===== src/rtl/cla_pipe_pkg.sv =====
// Shared definitions for the pipelined carry-lookahead adder.
// Optional flag outputs are enabled with the CLA_PIPE_FLAGS_EN macro.
package cla_pipe_pkg;

  localparam int SLICE_W   = 16;
  localparam int MAX_SLICE = 4;
  localparam int MAX_W     = SLICE_W * MAX_SLICE;

  // One pipeline beat: valid flag, running carry, sum bits produced so far
  // and the (effective) operands still to be added. Fields are sized for
  // the widest legal configuration; narrower builds leave the top bits zero.
  typedef struct packed {
    logic             valid;
    logic             carry;
    logic [MAX_W-1:0] sum;
    logic [MAX_W-1:0] a;
    logic [MAX_W-1:0] b;
  } stage_t;

  // Carry out of a slice from its group generate/propagate and carry-in.
  function automatic logic slice_carry(input logic gx, input logic px, input logic c);
    return gx | (px & c);
  endfunction

endpackage


===== src/rtl/cla16.sv =====
// 16-bit carry-lookahead adder: four 4-bit lookahead groups joined by a
// second lookahead level. Exports group generate/propagate so callers can
// chain slices without waiting on the internal carry path.
module cla16 (
  input  logic [16:1] a,
  input  logic [16:1] b,
  input  logic        cin,
  output logic [16:1] s,
  output logic        px,
  output logic        gx
);

  logic [16:1] g_s;
  logic [16:1] p_s;
  logic [3:0]  gg_s;
  logic [3:0]  gp_s;
  logic [3:0]  cg_s;
  logic [15:0] c_s;

  // Bit and group generate/propagate, group carries, then the per-bit carries and sum.
  always_comb begin
    g_s  = a & b;
    p_s  = a ^ b;
    gg_s = 4'b0000;
    gp_s = 4'b0000;
    cg_s = 4'b0000;
    c_s  = 16'h0000;
    for (int j = 0; j < 4; j++) begin
      gp_s[j] = &p_s[4*j+1 +: 4];
      gg_s[j] = g_s[4*j+4]
              | (p_s[4*j+4] & g_s[4*j+3])
              | (p_s[4*j+4] & p_s[4*j+3] & g_s[4*j+2])
              | (p_s[4*j+4] & p_s[4*j+3] & p_s[4*j+2] & g_s[4*j+1]);
    end
    cg_s[0] = cin;
    cg_s[1] = gg_s[0] | (gp_s[0] & cin);
    cg_s[2] = gg_s[1] | (gp_s[1] & gg_s[0]) | (gp_s[1] & gp_s[0] & cin);
    cg_s[3] = gg_s[2] | (gp_s[2] & gg_s[1]) | (gp_s[2] & gp_s[1] & gg_s[0])
            | (gp_s[2] & gp_s[1] & gp_s[0] & cin);
    // c_s[i] is the carry out of bit i (carry into bit i+1); c_s[0] is the carry-in.
    c_s[0] = cin;
    for (int i = 1; i < 16; i++) begin
      if ((i % 4) == 0) begin
        c_s[i] = cg_s[i/4];
      end else begin
        c_s[i] = g_s[i] | (p_s[i] & c_s[i-1]);
      end
    end
    s  = p_s ^ c_s;
    px = &gp_s;
    gx = gg_s[3] | (gp_s[3] & gg_s[2]) | (gp_s[3] & gp_s[2] & gg_s[1])
       | (gp_s[3] & gp_s[2] & gp_s[1] & gg_s[0]);
  end

endmodule


===== src/rtl/cla_pipe_stage.sv =====
// One pipeline stage: adds 16-bit slice IDX of the incoming beat with a
// cla16, forms the slice carry-out from gx/px and registers the result.
// The register takes a new beat (or a bubble) whenever load is high.
module cla_pipe_stage
  import cla_pipe_pkg::*;
#(
  parameter int IDX = 0
) (
  input  logic   clk,
  input  logic   rst_n,
  input  stage_t up,
  input  logic   load,
  output stage_t nxt,
  output stage_t q
);

  localparam int LO = IDX * SLICE_W;

  logic [SLICE_W:1] s_s;
  logic             px_s;
  logic             gx_s;

  cla16 u_cla16 (
    .a   (up.a[LO +: SLICE_W]),
    .b   (up.b[LO +: SLICE_W]),
    .cin (up.carry),
    .s   (s_s),
    .px  (px_s),
    .gx  (gx_s)
  );

  // Next beat: the upstream beat with this slice's sum and carry filled in.
  always_comb begin
    nxt                    = up;
    nxt.sum[LO +: SLICE_W] = s_s;
    nxt.carry              = slice_carry(gx_s, px_s, up.carry);
  end

  // Stage register: take the next beat when allowed, otherwise hold (stall).
  always_ff @(posedge clk or negedge rst_n) begin
    if (!rst_n) begin
      q <= '0;
    end else if (load) begin
      q <= nxt;
    end else begin
      q <= q;
    end
  end

endmodule


===== src/rtl/cla_pipe_adder.sv =====
// Pipelined, handshaked wide adder: N_SLICE cla16 slices, one per stage,
// latency N_SLICE, one op per cycle, full valid/ready backpressure.
// Define CLA_PIPE_FLAGS_EN to add registered signed-overflow and zero flags.
module cla_pipe_adder
  import cla_pipe_pkg::*;
#(
  parameter int N_SLICE = 2,
  localparam int W      = SLICE_W * N_SLICE
) (
  input  logic         clk,
  input  logic         rst_n,
  input  logic         in_valid,
  output logic         in_ready,
  input  logic [W-1:0] in_a,
  input  logic [W-1:0] in_b,
  input  logic         in_cin,
  input  logic         in_sub,
  output logic         out_valid,
  input  logic         out_ready,
  output logic [W-1:0] out_sum,
  output logic         out_cout
`ifdef CLA_PIPE_FLAGS_EN
  ,
  output logic         out_ovf,
  output logic         out_zero
`endif
);

  stage_t             head_s;
  stage_t             up_s  [N_SLICE];
  stage_t             nxt_s [N_SLICE];
  stage_t             q_s   [N_SLICE];
  logic [N_SLICE-1:0] vld_s;
  logic [N_SLICE-1:0] load_s;

  // Input beat: subtraction inverts B and forces the carry-in to one.
  always_comb begin
    head_s          = '0;
    head_s.valid    = in_valid;
    head_s.a[W-1:0] = in_a;
    if (in_sub) begin
      head_s.b[W-1:0] = ~in_b;
      head_s.carry    = 1'b1;
    end else begin
      head_s.b[W-1:0] = in_b;
      head_s.carry    = in_cin;
    end
  end

  // Load chain from the output backwards: a stage loads when empty or when
  // its beat moves on, so bubbles collapse even while the consumer stalls.
  always_comb begin
    load_s            = '0;
    load_s[N_SLICE-1] = ~vld_s[N_SLICE-1] | out_ready;
    for (int k = N_SLICE - 2; k >= 0; k--) begin
      load_s[k] = ~vld_s[k] | load_s[k+1];
    end
  end

  for (genvar k = 0; k < N_SLICE; k++) begin : g_stage
    if (k == 0) begin : g_first
      assign up_s[k] = head_s;
    end else begin : g_rest
      assign up_s[k] = q_s[k-1];
    end
    assign vld_s[k] = q_s[k].valid;

    cla_pipe_stage #(
      .IDX (k)
    ) u_stage (
      .clk   (clk),
      .rst_n (rst_n),
      .up    (up_s[k]),
      .load  (load_s[k]),
      .nxt   (nxt_s[k]),
      .q     (q_s[k])
    );
  end

  assign in_ready  = load_s[0];
  assign out_valid = q_s[N_SLICE-1].valid;
  assign out_sum   = q_s[N_SLICE-1].sum[W-1:0];
  assign out_cout  = q_s[N_SLICE-1].carry;

`ifdef CLA_PIPE_FLAGS_EN
  logic ovf_r;
  logic zero_r;
  logic msb_cin_s;

  // Carry into the MSB recovered from the MSB sum bit and the effective operands.
  always_comb begin
    msb_cin_s = nxt_s[N_SLICE-1].sum[W-1] ^ nxt_s[N_SLICE-1].a[W-1]
              ^ nxt_s[N_SLICE-1].b[W-1];
  end

  // Flags registered alongside the last stage so they track out_sum exactly.
  always_ff @(posedge clk or negedge rst_n) begin
    if (!rst_n) begin
      ovf_r  <= 1'b0;
      zero_r <= 1'b0;
    end else if (load_s[N_SLICE-1]) begin
      ovf_r  <= msb_cin_s ^ nxt_s[N_SLICE-1].carry;
      zero_r <= ~|nxt_s[N_SLICE-1].sum[W-1:0];
    end else begin
      ovf_r  <= ovf_r;
      zero_r <= zero_r;
    end
  end

  assign out_ovf  = ovf_r;
  assign out_zero = zero_r;
`endif

endmodule


===== config.mk =====
export PLATFORM = sky130hd
export DESIGN_NAME = cla_pipe_adder
export DESIGN_NICKNAME = d
export VERILOG_FILES = /design/src/rtl/cla_pipe_pkg.sv /design/src/rtl/cla16.sv /design/src/rtl/cla_pipe_stage.sv /design/src/rtl/cla_pipe_adder.sv
export SDC_FILE = /design/constraint.sdc
export NUM_CORES = 1
export LEC_CHECK = 0
export CORE_MARGIN = 2
export CORE_UTILIZATION = 47
export DETAILED_ROUTE_END_ITERATION = 7
export GPL_TIMING_DRIVEN = 1
export PLACE_DENSITY = 0.78
export SYNTH_ARGS = -nofsm -noshare
export SYNTH_HDL_FRONTEND = slang
export SYNTH_SLANG_ARGS = --single-unit

===== constraint.sdc =====
create_clock -name clk -period 3 [get_ports clk]
set_clock_uncertainty 0.15 [all_clocks]
set_input_delay 0.6 -clock clk [delete_from_list [all_inputs] [get_ports clk]]
set_output_delay 0.6 -clock clk [all_outputs]
set_load 0.005 [all_outputs]

Word level (Yosys, flattened, before mapping)
Index checks and enable logic that the tools add are counted.

Bits in registers: 116. Latch bits: 0. Memory bits (writable): 0. ROM bits: 0. Input bits: 70. Output and inout port bits: 35. Memories kept: 0.

Add/sub/neg operators: 0. Multipliers: 0. Divide/modulo/power cells: 0. Order comparisons: 0. Equal/unequal tests: 0. Shift-type cells: 0. Muxes and demuxes: 2. Bitwise gates (word level): 173. Reductions and logical operators: 10.

Operators by type and width (number): AND 1 bit (94); OR 1 bit (70); XOR 16 bit (4); AND 16 bit (2); two-way mux 32 bit (1); inverter 32 bit (1); AND reduction 16 bit (2); AND reduction 4 bit (8); inverter 1 bit (2); two-way mux 1 bit (1).

Depth between registers and ports, before layout
Depth in word-level cells: 18. Gate-level depth with buffers: 14. Depth with buffers taken out: 12.

Modules after synthesis
From an unflattened synthesis, not the netlist that was laid out.

Cells, all modules: 1372. Area, all modules: 20231.9 µm².

By module, submodules not included: cla_pipe_stage (times used 2, cells an instance 588, area an instance 9208.8 µm²); cla16 (g_stage[0].u_stage.u_cla16) (times used 1, cells an instance 79, area an instance 728.2 µm²); cla16 (g_stage[1].u_stage.u_cla16) (times used 1, cells an instance 77, area an instance 710.7 µm²); cla_pipe_adder (times used 1, cells an instance 40, area an instance 375.4 µm²).

Worst setup path after synthesis
OpenSTA, ideal clock, no wires.

Kind: input to register. Start point: input in_sub. End point: register g_stage[0].u_stage.q[138] (netlist bit). Arrival time: 3.509 ns. Required time: 2.725 ns. Path slack: -0.783 ns. Stages: 13. Path buffers: 2. Cells stage by stage: buf_4 > buf_4 > xor2_1 > ha_1 > o211ai_1 > o211ai_1 > nand2_1 > and4_1 > fa_1 > fa_1 > inv_1 > fa_1 > mux2_2.

RTL lines: from (decl) (line cla_pipe_adder.sv:17) `input logic in_sub,`; to (signal assigned) (line cla_pipe_stage.sv:44) `q <= nxt;`; to (signal assigned) (line cla_pipe_stage.sv:46) `q <= q;`; to (decl) (line cla_pipe_stage.sv:14) `output stage_t q`.

==> impl_metrics.tcl <==
set metrics [dict create \
    fillCellCount 694 \
    grt_pass1_wl_um 19700 \
    swShare_pct 30.9 \
    async_flop_share_pct 100 \
    hold_viol 0 \
    clkPwrFrac_pct 19.2 \
    ir_drop_uv 359 \
    routed_wl_um 12700 \
    violations "setup timing" \
    ys_top_cells_by_area "dfrtp_1, fa_1, mux2_4, ha_1, a21oi_1" \
    finalPower_w 0.00439 \
    rrSetupSlack_ps 10 \
    antenna_found_initial 0 \
    largest_register_ffs 84 \
    pin_count 105 \
    hp-class "primary input to asynchronous set/reset pin" \
    synth_compound_area_share_pct 7.77 \
    grt_overflow 0 \
    grt_pass1_vias 4107 \
    setup_slack_ps -269 \
    cts.path.max_buffers 2 \
    clock-sinks 84 \
    num_vias 3746 \
    synth-main-ff-cell "dfrtp_1" \
    r2r_cells 10 \
    p_int_w 0.00303 \
    slew_violations 0 \
    wl_per_cell_um 17.5 \
    placed_area_mm2 0.00639 \
    ys_seq_area_share_pct 42.9 \
    drt-pass1-iter-count 4 \
    cts_buffers 9 \
    top_regs "g_stage.u_stage.q (84)" \
    switchingPower_w 0.00135 \
    drive_above_1_share_pct 34.1 \
    ys_ff_latch 84 \
    powerDensity_mw_per_mm2 609 \
    syn_area_per_cell_um2 11.8 \
    finalNonFillerCells 729 \
    setup_viol 6 \
    synth-simple-area-share_pct 6.87 \
    cts.clk_slew.worst_paths_ps 90 \
    post-synth-top-count-cell "dfrtp_1" \
    drtIter0Drc 151 \
    fmax_ghz 0.306 \
    detail-route-antenna-nets 0 \
    path_class "primary input to flop" \
    yosys.area.top_type "dfrtp_1" \
    fin_util_pct 70.4 \
    core_area_mm2 0.0102 \
    grt_use_total_pct 22.5 \
    yosys.area.top_type_share_pct 42.9 \
    synth_top_family_by_area "adder cells" \
    regMostFlops "g_stage.u_stage.q" \
    synthAdderAreaFrac_pct 18.0 \
    diodes 0 \
    syn_area_mm2 0.00490 \
    finalInstanceArea_mm2 0.00721 \
    rsz0062_at_grt "yes" \
    synth_cell_type_count 30 \
    synth_common_cells "dfrtp_1, a21oi_1, nor2_1" \
    synth.area.mux_share_pct 12.0 \
    drc 0 \
    power_frac_seq_pct 37.8 \
    yosysWarnings 0 \
    max_cap_viol_count 0 \
    cts-root-buf "clkbuf_8" \
    leakagePower_nw 3.21 \
    tightest_slew_ps 590 \
    critical_path_arrival_ps 3370 \
    synthCells 414 \
    synth_xor_area_share_pct 7.15 \
    pwr-share-comb_pct 42.9 \
    hpwl_um 8090 \
    post_drt_via_cell_ratio 5.14 \
    wl_met3_um 690 \
    die_area_mm2 0.0113 \
    r2r_start "g_stage[0].u_stage.q[16]$_DFFE_PN0P_" \
    nets 714 \
    die-height_um 106 \
    synth_edf_count 0 \
    port_buffers 104 \
    clk_latency_ps 350 \
    crit_fanout 5 \
    rows 37 \
    initial_core_util_pct 47.9 \
    wl_met1_um 4870 \
    relSlewSlack_pct 60.7 \
    die_w_um 106 \
    timing.rr.end "g_stage[1].u_stage.q[150]$_DFFE_PN0P_" \
    htree_levels 3 \
    place_congestion 0.884 \
    period_needed_ps 3270 \
    wl_met2_um 6930 \
    crit_required_ps 3100 \
    place_inst 679 \
    area_growth_syn_to_layout_pct 47.1 \
    cp-start-kind "primary input" \
    cts_tree "yes" \
    end_kind "flop" \
    outcome "finished with violations" \
    highest_layer "met4" \
    post-route-period-util_pct 109 \
    grt_max_degree 83 \
    syn_nets 540 \
]
-- per-layer routing --
layer  global-route usage [%]  vias up
li1                         -     1741
met1                     25.0     1872
met2                     42.7      112
met3                     5.82       21
met4                     5.73        0
met5                        0        -
-- cell families (layout without fill, tap and decap cells) --
group	count (synthesis)	after routing
flops	84	84
simple gates	73	73
compound gates	70	70
fa+ha+maj	56	56
buf+inv	48	227
mux	43	43
xor+xnor	40	40
-- critical path, cell delays in order --
cell and delay (ps):
buf_12 130, xor2_4 190, ha_4 280, o211ai_1 120, o211ai_1 330, nand2_1 140, and4_1 180, fa_2 350
fa_2 340, inv_2 60, fa_1 390, mux2_4 260
-- through the flow --
stage | TNS, ps | setup slack, ps | hold WS, ps
finish | -910 | -269 | 89.5
global route | -1380 | -280 | 124
CTS | -398 | -196 | 104
detailed placement | -6840 | -895 | 346
global placement | -5930 | -831 | 339
floorplan | -1820 | -446 | 154
-- worst max path at each step --
stage | start | endpoint | slack, ps | cells past startpoint
5_1_grt | in_sub | g_stage[0].u_stage.q[138]$_DFFE_PN0P_ | -280 | 12
4_1_cts | in_sub | g_stage[0].u_stage.q[138]$_DFFE_PN0P_ | -200 | 12
2_1_floorplan | in_sub | g_stage[0].u_stage.q[138]$_DFFE_PN0P_ | -450 | 13
3_3_place_gp | in_b[2] | g_stage[0].u_stage.q[138]$_DFFE_PN0P_ | -830 | 12
3_5_place_dp | in_b[2] | g_stage[0].u_stage.q[138]$_DFFE_PN0P_ | -890 | 12
6_report | in_sub | g_stage[0].u_stage.q[138]$_DFFE_PN0P_ | -270 | 12
-- power by group through the flow --
stage	sequential, W	combinational [W]	clock (W)
CTS	0.00165	0.00176	0.000865
global placement	0.00165	0.00158	0
floorplan	0.00165	0.000828	0
detailed placement	0.00167	0.00163	0
finish	0.00166	0.00188	0.000844
global route	0.00170	0.00205	0.000909
-- cell type report --
| cell class | instances | area (um2) | area share (%) |
|---|---|---|---|
| multi-input cells | 282 | 2930 | 40.6 |
| well taps | 136 | 170 | 2.36 |
| repair buffers | 181 | 1680 | 23.4 |
| flip-flops and latches | 84 | 2100 | 29.2 |
| clock buffers | 10 | 138 | 1.91 |
| clock inverters | 6 | 70.1 | 0.972 |
| inverters | 30 | 113 | 1.56 |
-- layout by cell type, fill, tap and decap left out, types with 13 or more instances in the layout --
master,n
fa_2,15
inv_1,28
nor2_1,38
dlygate4sd2_1,13
dfrtp_1,83
mux2_4,29
buf_4,73
ha_1,19
clkdlybuf4s50_1,83
xor2_1,14
mux2_2,14
xnor2_1,18
a21oi_1,41
-- repair_timing --
| item | CTS | global route |
|---|---|---|
| buffers inserted | 25 | 10 |
| hold buffers | 0 | 0 |
| pin swaps | 49 | 26 |
| gates cloned | 0 | 1 |
| setup endpoints to repair | 14 | 12 |
| gates resized for setup | 54 | 33 |
Note: power is estimated with default switching activity, not from simulation.
